`config.mk`:
```
export PLATFORM = sky130hd
export DESIGN_NAME = acc_cpu_core
export DESIGN_NICKNAME = d
export VERILOG_FILES = /design/src/rtl/acc_cpu_pkg.sv /design/src/rtl/acc_alu.sv /design/src/rtl/acc_cpu_core.sv
export SDC_FILE = /design/constraint.sdc
export NUM_CORES = 1
export LEC_CHECK = 0
export ABC_AREA = 1
export CAP_MARGIN = 0
export CORE_AREA = 2 2 138 140
export CTS_CLUSTER_SIZE = 25
export DETAILED_ROUTE_END_ITERATION = 6
export DIE_AREA = 0 0 140 142
export GPL_TIMING_DRIVEN = 0
export PLACE_DENSITY = 0.67
export SETUP_SLACK_MARGIN = 0.02
export SLEW_MARGIN = 20
export SYNTH_ARGS = -nofsm -noshare
export SYNTH_HDL_FRONTEND = slang
export SYNTH_SLANG_ARGS = --single-unit
```
`constraint.sdc`:
```
create_clock -name clk -period 5.55 [get_ports clk]
set_input_delay 0.8325 -clock clk [delete_from_list [all_inputs] [get_ports clk]]
set_output_delay 0.8325 -clock clk [all_outputs]
set_load 0.005 [all_outputs]
```
`src/rtl/acc_cpu_pkg.sv`:
```
// Shared encodings for the accumulator CPU: opcodes, FSM states and ALU operations.
package acc_cpu_pkg;

  localparam int unsigned OPC_W = 3;

  localparam logic [OPC_W-1:0] OP_HALT  = 3'b000;
  localparam logic [OPC_W-1:0] OP_LOAD  = 3'b001;
  localparam logic [OPC_W-1:0] OP_STORE = 3'b010;
  localparam logic [OPC_W-1:0] OP_ADD   = 3'b011;
  localparam logic [OPC_W-1:0] OP_SUB   = 3'b100;
  localparam logic [OPC_W-1:0] OP_AND   = 3'b101;
  localparam logic [OPC_W-1:0] OP_JMP   = 3'b110;
  localparam logic [OPC_W-1:0] OP_JZ    = 3'b111;

  typedef enum logic [2:0] {
    S_IDLE,
    S_FETCH,
    S_DECODE,
    S_MEM_RD,
    S_MEM_WR,
    S_PAUSE,
    S_HALTED
  } state_t;

  typedef enum logic [1:0] {
    ALU_PASS,
    ALU_ADD,
    ALU_SUB,
    ALU_AND
  } alu_op_t;

  // Memory-read opcodes map onto ALU operations; everything else passes rdata through.
  function automatic alu_op_t alu_op_for(input logic [OPC_W-1:0] op);
    case (op)
      OP_ADD:  alu_op_for = ALU_ADD;
      OP_SUB:  alu_op_for = ALU_SUB;
      OP_AND:  alu_op_for = ALU_AND;
      default: alu_op_for = ALU_PASS;
    endcase
  endfunction

endpackage

```
`src/rtl/acc_alu.sv`:
```
// Combinational accumulator ALU: pass/add/sub/and with zero, negative and
// signed-overflow indications for the result.
module acc_alu
  import acc_cpu_pkg::*;
#(
  parameter int unsigned DATA_W = 18
) (
  input  alu_op_t           op,
  input  logic [DATA_W-1:0] a,
  input  logic [DATA_W-1:0] b,
  output logic [DATA_W-1:0] y_c,
  output logic              n_c,
  output logic              z_c,
  output logic              v_c
);

  localparam int unsigned MSB = DATA_W - 1;

  always_comb begin
    y_c = '0;
    v_c = 1'b0;
    case (op)
      ALU_PASS: y_c = b;
      ALU_ADD: begin
        y_c = a + b;
        v_c = (a[MSB] == b[MSB]) && (y_c[MSB] != a[MSB]);
      end
      ALU_SUB: begin
        y_c = a - b;
        v_c = (a[MSB] != b[MSB]) && (y_c[MSB] != a[MSB]);
      end
      ALU_AND: y_c = a & b;
      default: y_c = b;
    endcase
  end

  assign n_c = y_c[MSB];
  assign z_c = (y_c == '0);

endmodule

```
`src/rtl/acc_cpu_core.sv`:
```
// Accumulator CPU core: fetch/decode/execute FSM with a req/ack memory port,
// run/step/halt control and debug taps of the architectural registers.
module acc_cpu_core
  import acc_cpu_pkg::*;
#(
  parameter int unsigned       DATA_W   = 18,
  parameter int unsigned       ADDR_W   = 13,
  parameter logic [ADDR_W-1:0] RESET_PC = '0
) (
  input  logic              clk,
  input  logic              reset,
  input  logic              start,
  input  logic              step_mode,
  input  logic              step,
  output logic              mem_req,
  output logic              mem_we,
  output logic [ADDR_W-1:0] mem_addr,
  output logic [DATA_W-1:0] mem_wdata,
  input  logic [DATA_W-1:0] mem_rdata,
  input  logic              mem_ack,
  output logic [ADDR_W-1:0] pc,
  output logic [DATA_W-1:0] ir,
  output logic [DATA_W-1:0] acc,
  output logic              flag_z,
  output logic              flag_n,
  output logic              flag_v,
  output logic              halted,
  output logic              instr_done
);

  state_t            state;
  state_t            state_d;
  state_t            resume_state;
  logic [OPC_W-1:0]  op;
  logic [ADDR_W-1:0] opnd_addr;
  logic [ADDR_W-1:0] pc_d;
  logic [ADDR_W-1:0] mem_addr_d;
  logic [DATA_W-1:0] ir_d;
  logic [DATA_W-1:0] acc_d;
  logic              z_d;
  logic              n_d;
  logic              v_d;
  logic              retire;
  logic              ack;
  logic              req_d;
  logic              we_d;
  alu_op_t           alu_op;
  logic [DATA_W-1:0] alu_y;
  logic              alu_n;
  logic              alu_z;
  logic              alu_v;

  assign op           = ir[DATA_W-1 -: OPC_W];
  assign opnd_addr    = ir[ADDR_W-1:0];
  assign alu_op       = alu_op_for(op);
  // An ack only counts while a request is actually outstanding.
  assign ack          = mem_req & mem_ack;
  assign resume_state = step_mode ? S_PAUSE : S_FETCH;

  acc_alu #(
    .DATA_W(DATA_W)
  ) u_alu (
    .op (alu_op),
    .a  (acc),
    .b  (mem_rdata),
    .y_c(alu_y),
    .n_c(alu_n),
    .z_c(alu_z),
    .v_c(alu_v)
  );

  // Next-state, register updates and next memory-port values.
  always_comb begin
    state_d    = state;
    pc_d       = pc;
    ir_d       = ir;
    acc_d      = acc;
    z_d        = flag_z;
    n_d        = flag_n;
    v_d        = flag_v;
    retire     = 1'b0;
    req_d      = 1'b0;
    we_d       = 1'b0;
    mem_addr_d = mem_addr;

    case (state)
      S_IDLE: if (start) state_d = S_FETCH;

      S_FETCH: if (ack) begin
        ir_d    = mem_rdata;
        pc_d    = pc + ADDR_W'(1);
        state_d = S_DECODE;
      end

      S_DECODE: begin
        case (op)
          OP_HALT: begin
            retire  = 1'b1;
            state_d = S_HALTED;
          end
          OP_JMP: begin
            pc_d    = opnd_addr;
            retire  = 1'b1;
            state_d = resume_state;
          end
          OP_JZ: begin
            if (acc == '0) pc_d = opnd_addr;
            retire  = 1'b1;
            state_d = resume_state;
          end
          OP_STORE: state_d = S_MEM_WR;
          default:  state_d = S_MEM_RD;
        endcase
      end

      S_MEM_RD: if (ack) begin
        acc_d   = alu_y;
        z_d     = alu_z;
        n_d     = alu_n;
        v_d     = alu_v;
        retire  = 1'b1;
        state_d = resume_state;
      end

      S_MEM_WR: if (ack) begin
        retire  = 1'b1;
        state_d = resume_state;
      end

      S_PAUSE: if (step || !step_mode) state_d = S_FETCH;

      S_HALTED: if (start) state_d = S_FETCH;

      default: state_d = S_IDLE;
    endcase

    // The port is registered, so it is driven from the state being entered.
    if (state_d == S_FETCH) begin
      req_d      = 1'b1;
      mem_addr_d = pc_d;
    end else if (state_d == S_MEM_RD || state_d == S_MEM_WR) begin
      req_d      = 1'b1;
      we_d       = (state_d == S_MEM_WR);
      mem_addr_d = ir_d[ADDR_W-1:0];
    end
  end

  always_ff @(posedge clk or negedge reset) begin
    if (!reset) begin
      state      <= S_IDLE;
      pc         <= RESET_PC;
      ir         <= '0;
      acc        <= '0;
      flag_z     <= 1'b0;
      flag_n     <= 1'b0;
      flag_v     <= 1'b0;
      mem_req    <= 1'b0;
      mem_we     <= 1'b0;
      mem_addr   <= '0;
      mem_wdata  <= '0;
      halted     <= 1'b0;
      instr_done <= 1'b0;
    end else begin
      state      <= state_d;
      pc         <= pc_d;
      ir         <= ir_d;
      acc        <= acc_d;
      flag_z     <= z_d;
      flag_n     <= n_d;
      flag_v     <= v_d;
      mem_req    <= req_d;
      mem_we     <= we_d;
      mem_addr   <= mem_addr_d;
      mem_wdata  <= acc_d;
      halted     <= (state_d == S_HALTED);
      instr_done <= retire;
    end
  end

endmodule

```
---- After elaboration in Yosys (flattened, before gate mapping) ----
Index checks and enable logic that the tools add are counted.
word-level totals
  bits in registers ....................... 72
  bits in latches ......................... 0
  RAM bits ................................ 0
  ROM bits ................................ 0
  input port bits ......................... 24
  output and inout bits ................... 87
  word-level logic and storage cells ...... 83
  memories ................................ 0
operators by class
  add/sub/neg operators ................... 3
  multipliers ............................. 0
  div/mod/pow operators ................... 0
  order comparisons ....................... 0
  equal/unequal tests ..................... 23
  shift-type cells ........................ 0
  mux-type cells .......................... 25
  bitwise gates (word level) .............. 2
  reduce and logical (&&, ||, !) cells .... 17
operators with widths
  kind                                                                   count
  13-bit two-way mux                                                     6
  18-bit one-hot mux with 4 select lines                                 1
  13-bit one-hot mux with 2 select lines                                 2
  18-bit logical NOT                                                     2
  3-bit equality test, second input constant                             9
  18-bit adder                                                           1
  18-bit AND                                                             1
  18-bit subtractor                                                      1
  3-bit by 2-bit equality test with 1-bit output, second input constant  5
  3-bit two-way mux                                                      5
  3-bit one-hot mux with 5 select lines                                  1
  13-bit by 1-bit adder with 13-bit output, second input constant        1
  3-bit one-hot mux with 3 select lines                                  1
  3-bit by 1-bit equality test with 1-bit output, second input constant  2
  3-bit logical NOT                                                      2
  1-bit two-way mux                                                      6
  2-bit one-hot mux with 3 select lines                                  1
  2-bit OR reduction                                                     3
  2-bit equality test, second input constant                             2
  1-bit one-hot mux with 2 select lines                                  2
  2-bit AND reduction                                                    2
  1-bit != test                                                          3
  3-bit OR reduction                                                     1
  2-bit by 1-bit equality test with 1-bit output, second input constant  1
  7 further kinds                                                        9

---- Depth between registers and ports, before layout ----
Gate-level depths: netlist of the first run.
  word-level depth ........................ 8
  depth in mapped cells ................... 20
  gate-level depth less buffers ........... 19

---- Modules after synthesis ----
From an unflattened synthesis of the first run, not the netlist that was laid out.
unflattened totals
  cell total of the unflattened synthesis .. 1085
  area total of the unflattened synthesis .. 7128.1 um^2
modules (own cells, without submodules)
  module        times used  cells each  area each (um^2)  seq. area each (um^2)
  acc_cpu_core  1           479         3991.3            1801.7
  acc_alu       1           606         3136.8            0.0

---- Least setup slack after synthesis of the first run ----
No wires, ideal clock.
  kind .................................... input -> register
  start ................................... in mem_rdata[5]
  end ..................................... reg flag_z
  library setup time ...................... 66 ps
  data arrival time ....................... 2482 ps
  data required time ...................... 5484 ps
  path slack .............................. 3002 ps
  stages on the path ...................... 17
  buffers on the path ..................... 1
  path through ............................ inv_1 -> ha_1 -> clkbuf_1 -> nand2_1 -> nor2_1 -> nand3_1 -> nand3_1 -> nand2_1 -> nand2_1 -> nand2_1 -> nand3_1 -> nand2_1 -> nor2_1 -> nor2_1 -> nor2_1 -> nand3_1 -> nand2_1
on the way
  longest elaborated chain between the ends .. 3
  elaborated cells on any way between the ends .. 5
  classes of those cells .................. add/sub: 2; mux: 1; bitwise: 1; reduce/logical: 1
RTL lines
  item                                       line                 text
  start: declaration                         acc_cpu_core.sv:19   input logic [DATA_W-1:0] mem_rdata,
  18-bit subtractor (tied with other cells)  acc_alu.sv:29        y_c = a - b;
  18-bit one-hot mux with 4 select lines *   acc_alu.sv:22        case (op)
  18-bit logical NOT *                       acc_alu.sv:38        assign z_c = (y_c == '0);
  end signal: assignment                     acc_cpu_core.sv:168  flag_z <= z_d;
  end: declaration                           acc_cpu_core.sv:24   output logic flag_z,
Mark *: on every way between the ends. The rest lies on a longest branch, timed or not.
A chain may end at the register's enable or synchronous reset.

---- Worst setup path in the final report of the first run ----
  start ................................... in mem_rdata[7]
  end ..................................... reg flag_z
The elaborated chain is that of the path after synthesis.

==> impl_metrics.env, run 1 <==
export IMPL_outcome="complete, but fails checks"
export IMPL_violations="design-rule violations"
export IMPL_cts_tree="done"
export IMPL_antenna_found_initial=1
export IMPL_drv_cap=0
export IMPL_p_leak_uw=0.003987
export IMPL_clk_pin_slew_ps=60
export IMPL_path_max_fanout=10
export IMPL_timing_final_crit_share_pct=61.71
export IMPL_grt_remaining_overflow=0
export IMPL_io_buffers=110
export IMPL_htreeDepth=3
export IMPL_place_hpwl_um=16910
export IMPL_clock_path_buffers=2
export IMPL_fin_skew_ps=8.935
export IMPL_vias=6992
export IMPL_synth_ff_type="dfrtp_1"
export IMPL_detail_route_wl_per_cell_um=15.42
export IMPL_drtIter0Drc=564
export IMPL_area_delta_synth_final_pct=26.69
export IMPL_swShare_pct=50.62
export IMPL_cts_hold_buffers_added=0
export IMPL_nets=1201
export IMPL_cp_end_kind="register"
export IMPL_cts_resized=0
export IMPL_avgSynthCellArea_um2=6.267
export IMPL_power_uw=4819
export IMPL_fillers=1909
export IMPL_design_die_area_um2=19880
export IMPL_reg2reg_slack_ps=2570
export IMPL_rr_worst_depth=16
export IMPL_rows=50
export IMPL_hold_class="in2async"
export IMPL_synthArstFlopShare_pct=100.0
export IMPL_core_region_area_um2=18460
export IMPL_ant_nets=0
export IMPL_insertion_delay_ps=340
export IMPL_synthCells=1012
export IMPL_grt_pass1_wl_um=34120
export IMPL_num_antenna_cells=0
export IMPL_peakVddDrop_uv=203.8
export IMPL_grt_max_degree=37
export IMPL_fin_setup_tns_ps=0
export IMPL_grt_pass1_vias=6615
export IMPL_hold_viol=0
export IMPL_worstPathArrival_ps=3700
export IMPL_postRouteWirelength_um=21180
export IMPL_clockRootBuffer="clkbuf_16"
export IMPL_cts_buffers=9
export IMPL_crit_required_ps=5830
export IMPL_combPwrFrac_pct=66.8
export IMPL_synth_edf_count=0
export IMPL_maxClockFrequency_ghz=0.2920
export IMPL_p_int_uw=2380
export IMPL_timing_rr_end="flag_z$_DFFE_PN0P_"
export IMPL_synth_cell_types=40
export IMPL_regArea_um2=1777
export IMPL_firstDrtPassIters=7
export IMPL_worst_pin_slew_ps=672.1
export IMPL_rsz0062_at_grt="false"
export IMPL_grt_usage_pct=21.55
export IMPL_drive_above_1_share_pct=6.497
export IMPL_fin_crit_ps=3425
export IMPL_max_slew_margin_rel_pct=55.03
export IMPL_critical_path_class="in2reg"
export IMPL_power_density_nw_per_um2=599.8
export IMPL_multiInputGateArea_um2=3780
export IMPL_io_pins=111
export IMPL_synth_seq_cells=71
export IMPL_postPlaceCellArea_um2=7754
export IMPL_dieWidth_um=140
export IMPL_routed_via_density=5.092
export IMPL_place_gp_congestion=0.9290
export IMPL_ys_seq_area_share_pct=28.01
export IMPL_switchingPower_uw=2440
export IMPL_die_h_um=142
export IMPL_drc=11
export IMPL_clkPwrFrac_pct=11.4
export IMPL_r2r_start="ir[16]$_DFFE_PN0P_"
export IMPL_yosysWarningCount=0
export IMPL_crit_path_start_kind="primary input"
export IMPL_p_seq_share_pct=21.8
export IMPL_syn_area_um2=6342
export IMPL_drv_slew=0
export IMPL_clock_sinks=71
export IMPL_finalSetupViolCount=0
export IMPL_cts_setup_buffers=0
export IMPL_initial_utilization_pct=34.37
export IMPL_syn_nets=1079
export IMPL_fin_area_um2=8035
kinds of logic (layout without fill, tap and decap cells):
group	Yosys count	after routing	synth area share, %
compound gates	136	136	11.21
xor+xnor	2	2	0.2762
fa+ha+maj	43	43	8.720
buf+inv	182	309	12.39
flops	71	71	28.01
simple gates	578	578	39.40
per-stage QoR:
stage | std cells | worst slack [ps] | hold WS, ps | util (%)
floorplan | 1012 | 3002 | 472.4 | -
global placement | 1356 | 1146 | 467.0 | 41.92
detailed placement | 1357 | 1859 | 469.3 | 42.01
CTS | 1373 | 2214 | 461.4 | 43.54
global route | 1373 | 1936 | 481.0 | 43.54
finish | 1373 | 2125 | 443.1 | 43.54
power groups by stage:
stage	Sequential (uW)	Combinational [uW]	Clock, uW
finish	1050	3220	548
floorplan	970	1990	0
global route	1080	3610	580
detailed placement	1050	3180	0
global placement	1050	3140	0
CTS	1050	3190	556
cell usage after synthesis, drive strengths merged, types with 5 or more instances:
cell      n  area [um2]
nor2    103       404.1
clkbuf   22       82.58
o21bai    5       37.54
buf      31       216.5
and2      6       37.54
nor3     13       97.59
or2       7       43.79
o21ai    66       334.1
nand3   113       570.6
ha       41       513.0
dfrtp    71        1777
nand4    17       112.6
a21oi    59       295.3
nand2   314        1184
inv     129       486.7
routing by layer:
| layer | GRT usage [%] | share of wire (%) | vias to the layer above |
|---|---|---|---|
| met3 | 2.927 | 5.0 | 41 |
| met2 | 37.52 | 49 | 234 |
| met1 | 27.39 | 44 | 3252 |
| met5 | 0 | 0.061 | - |
| li1 | - | - | 3463 |
| met4 | 8.028 | 2.5 | 2 |
state kept, by name, indices dropped and copies added (netlist names), 3 cells and up:
signal    flops
acc          18
ir           18
mem_addr     13
pc           13
state         3
worst max path at each step:
| stage | startpoint | to | slack (ps) |
|---|---|---|---|
| 3_5_place_dp | mem_rdata[7] | flag_z$_DFFE_PN0P_ | 1860 |
| 4_1_cts | mem_rdata[7] | flag_z$_DFFE_PN0P_ | 2210 |
| 3_3_place_gp | reset | ir[13]$_DFFE_PN0P_ | 1150 |
| 2_1_floorplan | mem_rdata[5] | flag_z$_DFFE_PN0P_ | 3000 |
| 6_report | mem_rdata[7] | flag_z$_DFFE_PN0P_ | 2130 |
| 5_1_grt | mem_rdata[7] | flag_z$_DFFE_PN0P_ | 1940 |
area by class of cell:
type / instances / share of cell area, %
Tap cell: 234 / 3.644
Inverter: 129 / 6.057
Buffer: 53 / 3.722
Multi-Input combinational cell: 759 / 47.04
Clock buffer: 9 / 2.803
Clock inverter: 7 / 0.7007
Timing Repair Buffer: 111 / 13.92
Sequential cell: 71 / 22.11
cells in the final DEF (no fill, tap or decap), types with 4 or more instances in the layout:
cell	netlist	layout
a21oi_1	59	59
and2_1	6	6
buf_2	8	8
buf_4	20	21
clkbuf_1	22	22
clkbuf_16	0	9
clkdlybuf4s50_1	0	109
clkinvlp_4	0	4
dfrtp_1	71	71
ha_1	41	41
inv_1	124	124
inv_2	4	4
nand2_1	312	312
nand3_1	112	112
nand4_1	16	16
nor2_1	100	100
nor3_1	9	9
o21ai_0	58	58
o21ai_1	7	7
o21bai_1	5	5
or2_2	7	7
worst max-delay path, cell delays in order:
cell             delay, ps
clkdlybuf4s50_1        580
inv_1                  110
ha_1                   280
clkbuf_1               350
nand2_1                210
nor2_1                 130
nand3_1                110
nand2_1                170
nand2_1                 70
nand3_1                 70
nand2_1                 60
nor2_1                 160
nor2_1                  90
nor2_1                  90
nand2_1                100
nor2_1                 130
nand3_1                 90
nand2_1                 60
No activity file was read; power rests on OpenSTA's default activity.
==> run 2: changes to the inputs <==
clock period = 3.3 ns   (was 5.55 ns; I/O delays follow)
==> run 2 against run 1 <==
  * The flow still finishes with violations (design-rule violations)
  * Global-route usage hardly changed
  * Critical path type unchanged
  * Final cell count did not move
  * Sequential power rose by 69%
  * Clock-buffer cell count unchanged
  * Routed wire length hardly changed
  * Clock power is 69% higher
  * Combinational power rose by 68%
  * Via count is 0.30% lower
==> impl_metrics.env, run 2 (synthesis results as in run 1) <==
export IMPL_firstDrtPassIters=7
export IMPL_num_antenna_cells=0
export IMPL_grt_remaining_overflow=0
export IMPL_initial_utilization_pct=34.37
export IMPL_die_h_um=142
export IMPL_timing_final_crit_share_pct=93.33
export IMPL_hold_viol=0
export IMPL_fin_skew_ps=9.248
export IMPL_ant_nets=0
export IMPL_detail_route_wl_per_cell_um=15.43
export IMPL_worst_pin_slew_ps=687.3
export IMPL_power_uw=8108
export IMPL_grt_usage_pct=21.57
export IMPL_clk_pin_slew_ps=60
export IMPL_io_pins=111
export IMPL_cts_hold_buffers_added=0
export IMPL_crit_required_ps=3580
export IMPL_cts_tree="done"
export IMPL_finalSetupViolCount=0
export IMPL_fin_util_pct=43.54
export IMPL_setup_ws_ps=220.0
export IMPL_power_density_nw_per_um2=1009
export IMPL_p_leak_uw=0.003987
export IMPL_routed_via_density=5.077
export IMPL_dpl_cell_count=1357
export IMPL_vias=6971
export IMPL_place_gp_congestion=0.9290
export IMPL_postRouteWirelength_um=21190
export IMPL_crit_path_start_kind="primary input"
export IMPL_area_delta_synth_final_pct=26.69
export IMPL_core_region_area_um2=18460
export IMPL_dieWidth_um=140
export IMPL_htreeDepth=3
export IMPL_violations="design-rule violations"
export IMPL_drv_slew=0
export IMPL_critPathSlowestCell="clkdlybuf4s50_1"
export IMPL_max_slew_margin_rel_pct=54.18
export IMPL_reg2reg_slack_ps=320
export IMPL_hold_class="in2async"
export IMPL_place_hpwl_um=16910
export IMPL_clockRootBuffer="clkbuf_16"
export IMPL_rows=50
export IMPL_worstPathCellList="clkdlybuf4s50_1 > inv_1 > ha_1 > clkbuf_1 > nand2_1 > nor2_1 > nand3_1 > nand2_1 > nand2_1 > nand3_1 > nand2_1 > nor2_1 > nor2_1 > nor2_1 > nand2_1 > nor2_1 > nand3_1 > nand2_1"
export IMPL_layout_commonest_cell="nand2_1"
export IMPL_crit_top_cell="nand2_1"
export IMPL_fillers=1909
export IMPL_peakVddDrop_uv=345.0
export IMPL_io_buffers=110
export IMPL_stdcell_count=1373
export IMPL_path_max_fanout=10
export IMPL_grt_pass1_wl_um=34110
export IMPL_drc=11
export IMPL_worstPathArrival_ps=3360
export IMPL_cts_resized=0
export IMPL_fin_crit_ps=3080
export IMPL_grt_max_degree=37
export IMPL_cts_setup_buffers=0
export IMPL_critical_path_class="in2reg"
export IMPL_outcome="complete, but fails checks"
export IMPL_timing_rr_end="flag_z$_DFFE_PN0P_"
export IMPL_r2r_start="ir[16]$_DFFE_PN0P_"
export IMPL_layout_common_cells="312 x nand2_1, 124 x inv_1, 112 x nand3_1, 109 x clkdlybuf4s50_1, 100 x nor2_1"
export IMPL_drtIter0Drc=608
export IMPL_cts_buffers=9
export IMPL_rr_worst_depth=16
export IMPL_nets=1201
export IMPL_drv_cap=0
export IMPL_grt_pass1_vias=6615
export IMPL_clock_sinks=71
export IMPL_multiInputGateArea_um2=3780
export IMPL_dp_slack_ps=-53.26
export IMPL_cp_end_kind="register"
export IMPL_clock_path_buffers=2
export IMPL_antenna_found_initial=1
export IMPL_maxClockFrequency_ghz=0.3247
export IMPL_insertion_delay_ps=350
export IMPL_top_regs="acc: 18 flops, ir: 18 flops"
export IMPL_rsz0062_at_grt="false"
export IMPL_worst_hold_slack_ps=103.4
export IMPL_slowest_delay_ps=580
export IMPL_design_die_area_um2=19880
export IMPL_drive_above_1_share_pct=6.497
export IMPL_regArea_um2=1777
## run 2: cell counts in the layout (fill, tap and decap cells not counted)
Identical to the previous run, type by type.
## run 2: power breakdown
part | internal, uW | total (uW) | switching (uW)
logic | 2230 | 5420 | 3180
registers | 1260 | 1770 | 510
clock network | 515 | 926 | 411
total | 4000 | 8110 | 4110
## run 2: worst max-delay path by stage
stage,start,depth (start not counted),end
after CTS,mem_rdata[7],18,flag_z$_DFFE_PN0P_
after detailed placement,mem_rdata[7],18,flag_z$_DFFE_PN0P_
after floorplan,mem_rdata[5],17,flag_z$_DFFE_PN0P_
after global placement,reset,1,ir[14]$_DFFE_PN0P_
final,mem_rdata[7],18,flag_z$_DFFE_PN0P_
after global routing,mem_rdata[7],18,flag_z$_DFFE_PN0P_
## run 2: layout make-up
type                    instances  area share (%)
multi-input cells             759           47.04
plain buffers                  53           3.722
inverters                     129           6.057
well taps                     234           3.644
repair buffers                111           13.92
flip-flops and latches         71           22.11
clock buffers                   9           2.803
clock inverters                 7          0.7007
## run 2: routing by layer
metal,track usage (%),part of all wire (%)
met5,0,0.061
met4,7.762,2.5
met3,2.927,4.9
met2,37.65,48
met1,27.45,44
## run 2: stage by stage
stage	area, um2	setup TNS, ps
final	8035	0
after global routing	8035	0
after CTS	8035	0
after detailed placement	7754	-53.26
after global placement	7736	-53980
after floorplan	6342	0
## run 2: critical path: cells and delay by family
family	cells	cell delay [ps]
fa+ha+maj	1	280
buf+inv	3	1030
simple gates	14	1540
==> run 3: changes to the inputs <==
CORE_AREA = 2 2 111 113   (was 2 2 138 140)
DIE_AREA = 0 0 113 115   (was 0 0 140 142)
PLACE_DENSITY = 0.92   (was 0.67)
==> run 3 against run 2 <==
  * The run ends with design-rule violations, negative hold slack left
  * Sequential cell count did not move
  * Final cell count fell by 6.4%
  * Sequential power is essentially flat
  * Register-to-register slack got worse by 60 ps
  * Combinational power up 2%
  * Setup slack improved by 36 ps
  * Design area fell by 0.31%
  * Critical path depth fell by 2
==> impl_metrics.env, run 3 (synthesis results as in run 1) <==
export IMPL_drv_cap=0
export IMPL_insertion_delay_ps=340
export IMPL_maxClockFrequency_ghz=0.3285
export IMPL_clock_sinks=71
export IMPL_dieWidth_um=113
export IMPL_core_region_area_um2=11810
export IMPL_io_pins=111
export IMPL_die_h_um=115
export IMPL_fin_util_pct=67.82
export IMPL_rows=40
export IMPL_cts_tree="done"
export IMPL_antenna_found_initial=0
export IMPL_rr_worst_depth=16
export IMPL_layout_common_cells="312 x nand2_1, 124 x inv_1, 112 x nand3_1, 109 x clkdlybuf4s50_1, 100 x nor2_1"
export IMPL_multiInputGateArea_um2=3780
export IMPL_cp_end_kind="register"
export IMPL_drv_slew=0
export IMPL_io_buffers=110
export IMPL_stdcell_count=1285
export IMPL_p_leak_uw=0.004038
export IMPL_clk_pin_slew_ps=60
export IMPL_fillers=951
export IMPL_cts_hold_buffers_added=0
export IMPL_violations="design-rule violations, negative hold slack"
export IMPL_firstDrtPassIters=7
export IMPL_routed_via_density=5.718
export IMPL_grt_usage_pct=33.18
export IMPL_area_delta_synth_final_pct=26.30
export IMPL_grt_remaining_overflow=0
export IMPL_initial_utilization_pct=53.70
export IMPL_timing_final_crit_share_pct=92.25
export IMPL_htreeDepth=3
export IMPL_clock_path_buffers=2
export IMPL_design_die_area_um2=13000
export IMPL_crit_required_ps=3520
export IMPL_ant_nets=0
export IMPL_max_slew_margin_rel_pct=48.48
export IMPL_slowest_delay_ps=590
export IMPL_drtIter0Drc=899
export IMPL_worst_hold_slack_ps=-1.588
export IMPL_num_antenna_cells=0
export IMPL_rsz0062_at_grt="false"
export IMPL_crit_path_start_kind="register"
export IMPL_vias=7347
export IMPL_cts_setup_buffers=0
export IMPL_detail_route_wl_per_cell_um=16.62
export IMPL_critical_path_class="reg2reg"
export IMPL_worst_pin_slew_ps=770.0
export IMPL_grt_max_degree=61
export IMPL_dpl_cell_count=1270
export IMPL_layout_commonest_cell="nand2_1"
export IMPL_nets=1200
export IMPL_grt_pass1_vias=6937
export IMPL_regArea_um2=1777
export IMPL_cts_resized=0
export IMPL_top_regs="acc: 18 flops, ir: 18 flops"
export IMPL_reg2reg_slack_ps=260
export IMPL_peakVddDrop_uv=355.3
export IMPL_power_uw=8481
export IMPL_power_density_nw_per_um2=1059
export IMPL_cts_buffers=9
export IMPL_worstPathArrival_ps=3270
export IMPL_grt_pass1_wl_um=34420
export IMPL_clockRootBuffer="clkbuf_16"
export IMPL_place_gp_congestion=0.9914
export IMPL_path_max_fanout=10
export IMPL_drive_above_1_share_pct=6.415
export IMPL_outcome="complete, but fails checks"
export IMPL_postRouteWirelength_um=21350
export IMPL_fin_crit_ps=3044
export IMPL_place_hpwl_um=16030
export IMPL_finalSetupViolCount=0
export IMPL_fin_skew_ps=7.783
export IMPL_critPathSlowestCell="clkbuf_1"
export IMPL_hold_class="in2async"
export IMPL_worstPathCellList="inv_1 > nand2_1 > nand3_1 > inv_1 > ha_1 > clkbuf_1 > clkbuf_1 > a21oi_1 > nand3_1 > nand2_1 > nand2_1 > nor2_1 > nand2_1 > nor2_1 > nand3_1 > nand2_1"
export IMPL_crit_top_cell="nand2_1"
export IMPL_hold_viol=5
export IMPL_drc=14
run 3: report_power, final:
group,switching [uW],leakage [uW],internal [uW]
Combinational,3290,0.00297,2230
Clock,372,0.000173,813
Sequential,510,0.000895,1260
Total,4180,0.00404,4300
run 3: path summary, 6_finish.rpt:
check | startpoint | endpoint
worst max-delay path | ir[16]$_DFFE_PN0P_ | flag_z$_DFFE_PN0P_
worst min-delay path | reset | halted$_DFF_PN0_
worst max register to register | ir[16]$_DFFE_PN0P_ | flag_z$_DFFE_PN0P_
worst min register to register | mem_addr[3]$_DFFE_PN0P_ | mem_addr[3]$_DFFE_PN0P_
max in group asynchronous | reset | flag_z$_DFFE_PN0P_
min in group clk | mem_addr[3]$_DFFE_PN0P_ | mem_addr[3]$_DFFE_PN0P_
run 3: layer usage:
layer / track usage [%] / up-vias / wire (um)
li1: - / 3466 / -
met1: 41.66 / 3328 / 8280
met2: 55.81 / 466 / 10080
met3: 6.009 / 87 / 2120
met4: 15.53 / 0 / 872
met5: 0 / - / 0
run 3: layout make-up:
cell class	instances	share of cell area [%]
multi-input combinational	759	47.19
sequential	71	22.18
timing repair buffer	111	14.06
inverter	129	6.076
buffer	52	3.686
clock buffer	10	2.858
tap	147	2.296
clock inverter	6	1.656
run 3: critical path: cells and delay by family, from the launching register on:
family	cells	cell delay [ps]
DFF	1	500
AOI/OAI and AO/OA	1	140
and+or+nand+nor	10	900
buffers and inverters	4	1250
adders and majority gates	1	160
run 3: through the flow:
stage	setup TNS (ps)	worst slack [ps]	cell area (um2)
2_1_floorplan	0	1090	6342
6_report	0	255.8	8010
4_1_cts	0	339.2	8014
5_1_grt	0	44.28	8010
3_5_place_dp	-4.185	-4.185	7652
3_3_place_gp	-39860	-567.4	7627
